## config.mk

```make
export PLATFORM = sky130hd
export DESIGN_NAME = mem_port_unit_flat
export DESIGN_NICKNAME = d
export VERILOG_FILES = /design/src/rtl/mem_port_unit_if.sv /design/src/rtl/mem_port_unit.sv /design/src/flat_wrapper.sv
export SDC_FILE = /design/constraint.sdc
export NUM_CORES = 1
export LEC_CHECK = 0
export ABC_CLOCK_PERIOD_IN_PS = 1990
export CORE_MARGIN = 5
export CORE_UTILIZATION = 30
export CTS_CLUSTER_SIZE = 14
export DETAILED_ROUTE_END_ITERATION = 10
export GPL_TIMING_DRIVEN = 0
export HOLD_SLACK_MARGIN = 0.03
export PLACE_DENSITY = 0.59
export SYNTH_ARGS = -nofsm -noshare
export SYNTH_HDL_FRONTEND = slang
export SYNTH_SLANG_ARGS = --single-unit
export TNS_END_PERCENT = 100
```

## constraint.sdc

```tcl
create_clock -name Clk -period 1.99 [get_ports Clk]
set_input_delay 0.2985 -clock Clk [delete_from_list [all_inputs] [get_ports Clk]]
set_output_delay 0.2985 -clock Clk [all_outputs]
set_load 0.02 [all_outputs]
```

## src/rtl/mem_port_unit_if.sv

```systemverilog
// ---------------------------------------------------------------------------
// mem_port_unit_if
//   External memory bus between the LC-3 MAR/MDR port unit and memory.
//
//   Handshake: mem_req acts as "valid" and is held high, together with a
//   stable mem_addr/mem_wdata/mem_we, for every cycle of an access. In
//   ack-driven mode mem_ack acts as "ready": the access completes in the
//   first cycle where mem_req && mem_ack. In fixed-latency mode mem_ack is
//   ignored and the access completes after a fixed number of cycles.
//   mem_rdata is sampled only in the completing cycle of a read.
//
//   Signals
//     mem_addr   unit -> mem  address (mirrors MAR)
//     mem_wdata  unit -> mem  write data (mirrors MDR)
//     mem_req    unit -> mem  request / valid
//     mem_we     unit -> mem  write enable, meaningful while mem_req=1
//     mem_rdata  mem  -> unit read data
//     mem_ack    mem  -> unit ready (ack-driven mode only)
// ---------------------------------------------------------------------------
interface mem_port_unit_if #(
  parameter int DATA_W = 16,
  parameter int ADDR_W = 16
);
  logic [ADDR_W-1:0] mem_addr;
  logic [DATA_W-1:0] mem_wdata;
  logic              mem_req;
  logic              mem_we;
  logic [DATA_W-1:0] mem_rdata;
  logic              mem_ack;

  modport master (
    output mem_addr,
    output mem_wdata,
    output mem_req,
    output mem_we,
    input  mem_rdata,
    input  mem_ack
  );

  modport slave (
    input  mem_addr,
    input  mem_wdata,
    input  mem_req,
    input  mem_we,
    output mem_rdata,
    output mem_ack
  );
endinterface

```

## src/rtl/mem_port_unit.sv

```systemverilog
// ---------------------------------------------------------------------------
// mem_port_unit
//   MAR/MDR memory port for the LC-3 datapath. MAR and MDR are loaded from
//   the internal bus; a small FSM runs read/write accesses to external memory
//   with either fixed wait states (HS_MODE=0) or an ack handshake with a
//   timeout (HS_MODE=1). Done pulses for one cycle on completion; Err is a
//   sticky flag set by a timeout or by Rd_Start/Wr_Start asserted together.
//
//   Ports
//     Clk        clock, rising edge
//     Reset      asynchronous active-low reset
//     BUS        internal datapath bus
//     LD_MAR     load MAR from BUS[ADDR_W-1:0] (IDLE/DONE only)
//     LD_MDR     load MDR from BUS (IDLE/DONE only)
//     Rd_Start   start a read at MAR (IDLE only)
//     Wr_Start   start a write of MDR to MAR (IDLE only)
//     Clr_Err    synchronous clear of Err (a new error in the same cycle wins)
//     MAR, MDR   address / data registers
//     Busy       access in progress
//     Done       one-cycle completion pulse
//     Err        sticky error flag
//     state_dbg  current FSM state (0 IDLE, 1 ACCESS, 2 DONE, 3 ERR)
//     mem        memory bus (master side), see mem_port_unit_if
// ---------------------------------------------------------------------------
module mem_port_unit #(
  parameter int DATA_W      = 16,
  parameter int ADDR_W      = 16,
  parameter int HS_MODE     = 0,
  parameter int WAIT_CYCLES = 2,
  parameter int TIMEOUT     = 15
) (
  input  logic                Clk,
  input  logic                Reset,
  input  logic [DATA_W-1:0]   BUS,
  input  logic                LD_MAR,
  input  logic                LD_MDR,
  input  logic                Rd_Start,
  input  logic                Wr_Start,
  input  logic                Clr_Err,
  output logic [ADDR_W-1:0]   MAR,
  output logic [DATA_W-1:0]   MDR,
  output logic                Busy,
  output logic                Done,
  output logic                Err,
  output logic [1:0]          state_dbg,
  mem_port_unit_if.master     mem
);

  // -------------------------------------------------------------------------
  // Elaboration-time parameter checks
  // -------------------------------------------------------------------------
  generate
    if (HS_MODE != 0 && HS_MODE != 1) begin : g_bad_hs_mode
      $error("mem_port_unit: HS_MODE must be 0 or 1");
    end
    if (WAIT_CYCLES < 0 || WAIT_CYCLES > 15) begin : g_bad_wait
      $error("mem_port_unit: WAIT_CYCLES must be in 0..15");
    end
    if (TIMEOUT < 1 || TIMEOUT > 255) begin : g_bad_timeout
      $error("mem_port_unit: TIMEOUT must be in 1..255");
    end
    if (ADDR_W > DATA_W || ADDR_W < 1) begin : g_bad_addr_w
      $error("mem_port_unit: ADDR_W must be in 1..DATA_W");
    end
  endgenerate

  // Counter values of the last permitted ACCESS cycle in each mode.
  localparam logic [7:0] WAIT_LAST = 8'(WAIT_CYCLES);
  localparam logic [7:0] TO_LAST   = 8'(TIMEOUT - 1);

  typedef enum logic [1:0] {
    S_IDLE   = 2'd0,
    S_ACCESS = 2'd1,
    S_DONE   = 2'd2,
    S_ERR    = 2'd3
  } state_t;

  state_t            state_q;
  state_t            state_nx;

  logic [ADDR_W-1:0] mar_q;
  logic [DATA_W-1:0] mdr_q;
  logic [7:0]        cnt_q;
  logic              we_q;
  logic              err_q;

  // -------------------------------------------------------------------------
  // Decode of the current state and commands
  // -------------------------------------------------------------------------
  logic in_idle;
  logic in_access;
  logic loads_open;
  logic start_rd;
  logic start_wr;
  logic start_clash;
  logic acc_finish;
  logic acc_timeout;
  logic rd_capture;
  logic err_set;

  assign in_idle     = (state_q == S_IDLE);
  assign in_access   = (state_q == S_ACCESS);
  // Register loads are blocked during ACCESS so mem_addr/mem_wdata stay
  // stable; they are also refused in ERR, which lasts a single cycle.
  assign loads_open  = in_idle | (state_q == S_DONE);
  assign start_rd    = in_idle & Rd_Start & ~Wr_Start;
  assign start_wr    = in_idle & Wr_Start & ~Rd_Start;
  assign start_clash = in_idle & Rd_Start & Wr_Start;

  // Fixed-latency mode completes on the counter; ack mode completes on ack,
  // and ack in the final allowed cycle still counts as success.
  assign acc_finish  = (HS_MODE == 0) ? (cnt_q == WAIT_LAST) : mem.mem_ack;
  assign acc_timeout = (HS_MODE != 0) & ~mem.mem_ack & (cnt_q == TO_LAST);

  assign rd_capture  = in_access & acc_finish & ~we_q;
  assign err_set     = start_clash | (in_access & acc_timeout);

  // -------------------------------------------------------------------------
  // FSM: state register
  // -------------------------------------------------------------------------
  always_ff @(posedge Clk or negedge Reset) begin
    if (!Reset) begin
      state_q <= S_IDLE;
    end else begin
      state_q <= state_nx;
    end
  end

  // -------------------------------------------------------------------------
  // FSM: next-state logic
  // -------------------------------------------------------------------------
  always_comb begin
    state_nx = state_q;
    unique case (state_q)
      S_IDLE: begin
        if (start_rd || start_wr) begin
          state_nx = S_ACCESS;
        end
      end
      S_ACCESS: begin
        if (acc_finish) begin
          state_nx = S_DONE;
        end else if (acc_timeout) begin
          state_nx = S_ERR;
        end
      end
      S_DONE:  state_nx = S_IDLE;
      S_ERR:   state_nx = S_IDLE;
      default: state_nx = S_IDLE;
    endcase
  end

  // -------------------------------------------------------------------------
  // FSM: outputs
  // -------------------------------------------------------------------------
  always_comb begin
    Busy        = 1'b0;
    Done        = 1'b0;
    mem.mem_req = 1'b0;
    mem.mem_we  = 1'b0;
    unique case (state_q)
      S_ACCESS: begin
        Busy        = 1'b1;
        mem.mem_req = 1'b1;
        mem.mem_we  = we_q;
      end
      S_DONE: begin
        Done = 1'b1;
      end
      default: begin
      end
    endcase
  end

  assign state_dbg     = state_q;
  assign MAR           = mar_q;
  assign MDR           = mdr_q;
  assign Err           = err_q;
  assign mem.mem_addr  = mar_q;
  assign mem.mem_wdata = mdr_q;

  // -------------------------------------------------------------------------
  // Datapath registers
  // -------------------------------------------------------------------------
  always_ff @(posedge Clk or negedge Reset) begin
    if (!Reset) begin
      mar_q <= '0;
      mdr_q <= '0;
      cnt_q <= '0;
      we_q  <= 1'b0;
      err_q <= 1'b0;
    end else begin
      if (loads_open && LD_MAR) begin
        mar_q <= BUS[ADDR_W-1:0];
      end

      // Bus loads and read capture never coincide: loads are only open
      // outside ACCESS, capture only happens inside it.
      if (loads_open && LD_MDR) begin
        mdr_q <= BUS;
      end else if (rd_capture) begin
        mdr_q <= mem.mem_rdata;
      end

      // Counts ACCESS cycles from 0; held at 0 everywhere else so it is
      // already cleared on entry.
      cnt_q <= in_access ? (cnt_q + 8'd1) : 8'd0;

      if (start_rd || start_wr) begin
        we_q <= start_wr;
      end

      if (err_set) begin
        err_q <= 1'b1;
      end else if (Clr_Err) begin
        err_q <= 1'b0;
      end
    end
  end

endmodule

```

## src/flat_wrapper.sv

```systemverilog
// flat-port wrapper written by rule: the top's interface ports become plain ports
module mem_port_unit_flat 
#(
  parameter int DATA_W      = 16,
  parameter int ADDR_W      = 16,
  parameter int HS_MODE     = 0,
  parameter int WAIT_CYCLES = 2,
  parameter int TIMEOUT     = 15
)
  (Clk, Reset, BUS, LD_MAR, LD_MDR, Rd_Start, Wr_Start, Clr_Err, MAR, MDR, Busy, Done, Err, state_dbg, mem_mem_addr, mem_mem_wdata, mem_mem_req, mem_mem_we, mem_mem_rdata, mem_mem_ack);
  mem_port_unit_if #(.DATA_W(DATA_W), .ADDR_W(ADDR_W)) mem_i ();
  input  logic Clk;
  input  logic Reset;
  input  logic [DATA_W-1:0] BUS;
  input  logic LD_MAR;
  input  logic LD_MDR;
  input  logic Rd_Start;
  input  logic Wr_Start;
  input  logic Clr_Err;
  output logic [ADDR_W-1:0] MAR;
  output logic [DATA_W-1:0] MDR;
  output logic Busy;
  output logic Done;
  output logic Err;
  output logic [1:0] state_dbg;
  output wire logic [$bits(mem_i.mem_addr)-1:0] mem_mem_addr;
  output wire logic [$bits(mem_i.mem_wdata)-1:0] mem_mem_wdata;
  output wire logic [$bits(mem_i.mem_req)-1:0] mem_mem_req;
  output wire logic [$bits(mem_i.mem_we)-1:0] mem_mem_we;
  input wire logic [$bits(mem_i.mem_rdata)-1:0] mem_mem_rdata;
  input wire logic [$bits(mem_i.mem_ack)-1:0] mem_mem_ack;
  assign mem_mem_addr = mem_i.mem_addr;
  assign mem_mem_wdata = mem_i.mem_wdata;
  assign mem_mem_req = mem_i.mem_req;
  assign mem_mem_we = mem_i.mem_we;
  assign mem_i.mem_rdata = mem_mem_rdata;
  assign mem_i.mem_ack = mem_mem_ack;
  mem_port_unit #(.DATA_W(DATA_W), .ADDR_W(ADDR_W), .HS_MODE(HS_MODE), .WAIT_CYCLES(WAIT_CYCLES), .TIMEOUT(TIMEOUT)) u_core (.Clk(Clk), .Reset(Reset), .BUS(BUS), .LD_MAR(LD_MAR), .LD_MDR(LD_MDR), .Rd_Start(Rd_Start), .Wr_Start(Wr_Start), .Clr_Err(Clr_Err), .MAR(MAR), .MDR(MDR), .Busy(Busy), .Done(Done), .Err(Err), .state_dbg(state_dbg), .mem(mem_i));
endmodule
```

**After elaboration in Yosys (flattened, before gate mapping)**

Cells that the tools add are included.

- Logic and storage cells: 43
- Input port bits: 40
- Flip-flop bits (word level): 44

- Equality and inequality tests: 6
- Bitwise operators: 11
- Muxes and demuxes: 11
- $add $sub $neg: 1
- Reduce and logical (&&, ||, !) cells: 8

Operators by type and width:

| kind | count |
|---|---|
| 16-bit 2-to-1 mux | 2 |
| 8-bit by 1-bit adder with 8-bit output (second input constant) | 1 |
| 8-bit by 2-bit equality test with 1-bit output (second input constant) | 1 |
| 8-bit 2-to-1 mux | 1 |
| 1-bit AND | 7 |
| 2-bit case mux with 3 select lines | 1 |
| 1-bit 2-to-1 mux | 5 |
| 2-bit equality test (second input constant) | 2 |
| 2-bit 2-to-1 mux | 2 |
| 2-bit != test (second input constant) | 2 |
| 2-bit nonzero test | 2 |
| 1-bit inverter | 3 |
| 2-bit by 1-bit equality test with 1-bit output (second input constant) | 1 |
| 1-bit logical AND | 2 |
| 2-bit logical NOT | 1 |
| 2-bit AND reduction | 1 |
| 2-bit OR reduction | 1 |
| 1-bit logical OR | 1 |
| 1-bit bitwise OR | 1 |

**Logic depth before layout (Yosys ltp)**

- Word-level depth: 6
- Depth in mapped cells: 7
- Mapped depth without buffers: 5

**Worst setup path before layout**

Ideal clock, no wire load.

- Path type: flip-flop to output port
- From: reg u_core.state_q[0] (netlist: u_core.state_dbg[0])
- To: out mem_mem_we
- Data required time: 1,691 ps
- Path slack: -34 ps
- Arrival: 1,726 ps
- Cell stages (with the launch flop): 7
- Path through: dfrtp_1 -> buf_2 -> nand2b_1 -> clkbuf_1 -> inv_2 -> clkbuf_1 -> and2_1

- Longest elaborated chain between the ends: 2

Ends and longest elaborated chain:

| item | line | RTL |
|---|---|---|
| from (decl) | mem_port_unit.sv:78 | `state_t state_q;` |
| from (signal assigned) | mem_port_unit.sv:125 | `state_q <= state_nx;` |
| 2-bit by 1-bit equality test with 1-bit output | mem_port_unit.sv:161 | `unique case (state_q)` |
| 1-bit 2-to-1 mux | mem_port_unit.sv:161 |  |
| to (decl) | flat_wrapper.sv:29 | `output wire logic [$bits(mem_i.mem_we)-1:0] mem_mem_we;` |

Every way passes these cells.

**Final worst setup path**

- From: reg u_core.cnt_q[0]
- To: reg u_core.mdr_q[12] (netlist: u_core.MDR[12])

- Longest elaborated chain between the ends: 4

Ends and longest elaborated chain:

| item | line | RTL |
|---|---|---|
| from (decl) | mem_port_unit.sv:83 | `logic [7:0] cnt_q;` |
| from (signal assigned) | mem_port_unit.sv:207 | `cnt_q <= in_access ? (cnt_q + 8'd1) : 8'd0;` |
| 8-bit by 2-bit equality test with 1-bit output | mem_port_unit.sv:112 | `assign acc_finish = (HS_MODE == 0) ? (cnt_q == WAIT_LAST) : mem.mem_ack;` |
| 1-bit AND (2 in a row) | mem_port_unit.sv:115 | `assign rd_capture = in_access & acc_finish & ~we_q;` |
| 2-bit nonzero test (no line) | n/a |  |
| to (signal assigned) | mem_port_unit.sv:202 | `mdr_q <= mem.mem_rdata;` |
| to (decl) | mem_port_unit.sv:82 | `logic [DATA_W-1:0] mdr_q;` |

Every way passes these cells.
A chain may end at the register's enable or synchronous reset.

==> results.cfg <==
[outcome]
status = completed

[critical_path]
r2r-start = u_core.cnt_q[0]
cpMostUsedCell = buf_6
crit_slowest_cell = or4b_4
crit_family = simple AND/OR/NAND/NOR gates
startpoint_type = flip-flop
crit_start = u_core.cnt_q[0]
critPathBufInv = 3
crit_fanout = 10
worstPathArrival_ns = 2.04
worstSetupPathType = flip-flop to flip-flop
r2r_end = u_core.MDR[12]
slowest_delay_ns = 0.46
crit_cells = 7
cp.required_ns = 2.15
endpoint = u_core.MDR[12]
rr_worst_depth = 7
worst-r2r-setup-slack_ns = 0.11
cp_cell_sequence = inv_1 -> ha_1 -> or4b_4 -> buf_6 -> buf_6 -> o31ai_1 -> a31oi_1
endpoint_kind = flip-flop

[power_and_ir_drop]
p_per_area_nw_per_um2 = 1710
leakage_nw = 1.55
power_w = 0.00657
peakVddDrop_v = 0.000515

[synthesis]
syn-instance-count = 239
yosys_warnings = 0
yosysMostFrequentCell = dfrtp_1
synth_ff_type = dfrtp_1
ys_ff_latch = 44
syn_avg_cell_area_um2 = 10.1
synth_area_leaders = dfrtp_1, buf_4, mux2_2
yosys-top-cells-count = dfrtp_1, buf_4, nor2_1
synth_area_um2 = 2400
ys_types = 29
synth_largest_area_cell = dfrtp_1
synth_edf_count = 0
synth_seq_area_share_pct = 45.8
netlist.area_leader.share_pct = 45.8
synth_nets = 281
async_flop_share_pct = 100

[timing]
hold_viol = 0
slew_viol_final = 0
finalCriticalPeriod_ns = 1.88
rsz0062_at_grt = yes
skew_ns = 0.0100
slew-limit-headroom_pct = 63.8
worstMarginPinSlew_ns = 0.540
max_freq_mhz = 532
min_period_over_period_pct = 94.5
setup_viol = 0

[routing]
wirelength_um = 7010
first_iter_violations = 35
ant_nets = 0
first_pass_iters = 4
routedWlPerCell_um = 15.1
route.detailed.drc = 0
viasPerCell = 4.57
vias = 2118

[min_path]
hold_path.class = primary input to asynchronous set/reset pin

[cells_and_area]
fin_nets = 402
fill_cells = 770
final_area_um2 = 3840
diodes = 0
area.growth.synth_to_final_pct = 59.6
instances_no_fill = 463
drive_gt1_share_pct = 22.7

[floorplanning]
ioPinCount = 111
die_w_um = 99.5
start_util_pct = 30.9
dieHeight_um = 99.5
dieArea_um2 = 9900
placementRows = 32
coreArea_um2 = 7770

[cts]
cts_tree = done
clock_latency_ns = 0.30
cts.clk_slew.worst_paths_ns = 0.08
cts_buffer_depth = 2
numCtsBuffers = 5
cts.sinks = 44
cts_root_buf = clkbuf_8
cts_htree_levels = 2

[grt]
grtUsageTotal_pct = 14.0
grt_pass1_vias = 2082
antenna_found_initial = 0
overflow = 0
grt_start_max_net_pins = 29
grt_pass1_wl_um = 11100

[place]
placed_cells = 451
dpl_cell_area_um2 = 3640
io_buffer_count = 109
place.gp.congestion = 0.773
place_hpwl_um = 5440

[run]
maxCapViolCount = 0
## what timing repair did
action | 4_1_cts | 5_1_grt
hold buffers | 1 | 0
resized for setup | 18 | 7
endpoints found under the hold margin | 16 | 0
buffers inserted | 0 | 4
pin swaps | 0 | 0
setup endpoints to repair | 13 | 23
## cells by family (layout without fill, tap and decap cells)
logic type	after synthesis	count (layout)	synth area share [%]
simple gates	75	75	17.4
fa+ha+maj	2	2	1.04
buf+inv	55	177	14.8
mux	16	16	7.50
xor+xnor	4	4	1.46
flops	44	44	45.8
compound gates	43	43	11.9
## layer usage
layer,up-vias,GRT usage (%),wire (um)
li1,1068,-,-
met1,980,18.6,3150
met2,61,23.2,3470
met3,9,2.73,288
met4,0,3.78,95
met5,-,0,0
## cell usage in the layout (no fill, tap or decap), types with 2 or more instances in the layout
master	count
nand4_1	17
nand2b_1	2
inv_1	2
ha_1	2
buf_4	37
clkbuf_8	6
a31oi_1	16
nor2b_1	17
buf_6	4
mux2_2	16
or3_1	4
nor2_1	23
xor2_1	3
o21ai_0	4
dfrtp_1	43
nand3_1	3
buf_2	3
o31ai_1	16
clkdlybuf4s15_2	2
nand2_1	2
clkdlybuf4s50_1	105
clkbuf_1	8
clkbuf_2	4
a21oi_1	4
## where the power goes
group,switching (W),internal (W),total (W)
Combinational,0.00204,0.00225,0.00429
Clock,0.000308,0.000373,0.000681
Sequential,0.000315,0.00129,0.00160
## layout make-up
cell class | count | area [um^2] | area share, %
timing repair buffer | 115 | 1150 | 29.9
sequential | 44 | 1100 | 28.7
multi-input combinational | 140 | 972 | 25.3
buffer | 51 | 363 | 9.46
tap | 102 | 128 | 3.33
clock buffer | 6 | 72.6 | 1.89
clock inverter | 2 | 35.0 | 0.913
inverter | 3 | 16.3 | 0.424
## stage by stage
| stage | hold WS, ns | setup slack [ns] | TNS [ns] | util [%] |
|---|---|---|---|---|
| floorplan | 0.00291 | 0.120 | 0 | - |
| global placement | 0.494 | -0.678 | -31.57 | 46.6 |
| detailed placement | 0.268 | -0.481 | -2.35 | 46.8 |
| CTS | 0.475 | 0.00234 | 0 | 48.8 |
| global route | 0.513 | -0.0131 | -0.0290 | 49.4 |
| finish | 0.463 | 0.109 | 0 | 49.4 |
## sequential cells by signal (all words and copies together), names as in the netlist
name	cells
u_core.we_q	1
u_core.state_dbg	2
u_core.Err	1
u_core.MDR	16
u_core.MAR	16
u_core.cnt_q	8
## worst min-delay path by stage
stage          cells past startpoint       start       endpoint  slack, ns
2_1_floorplan                      0       Reset     u_core.Err      0.003
3_3_place_gp                       1  u_core.Err     u_core.Err       0.49
3_5_place_dp                       1       Reset  u_core.MAR[9]       0.27
4_1_cts                            2       Reset  u_core.MAR[9]       0.47
5_1_grt                            2       Reset  u_core.MAR[1]       0.51
6_report                           2       Reset  u_core.MAR[9]       0.46
Power figures use the tool's default switching activity.
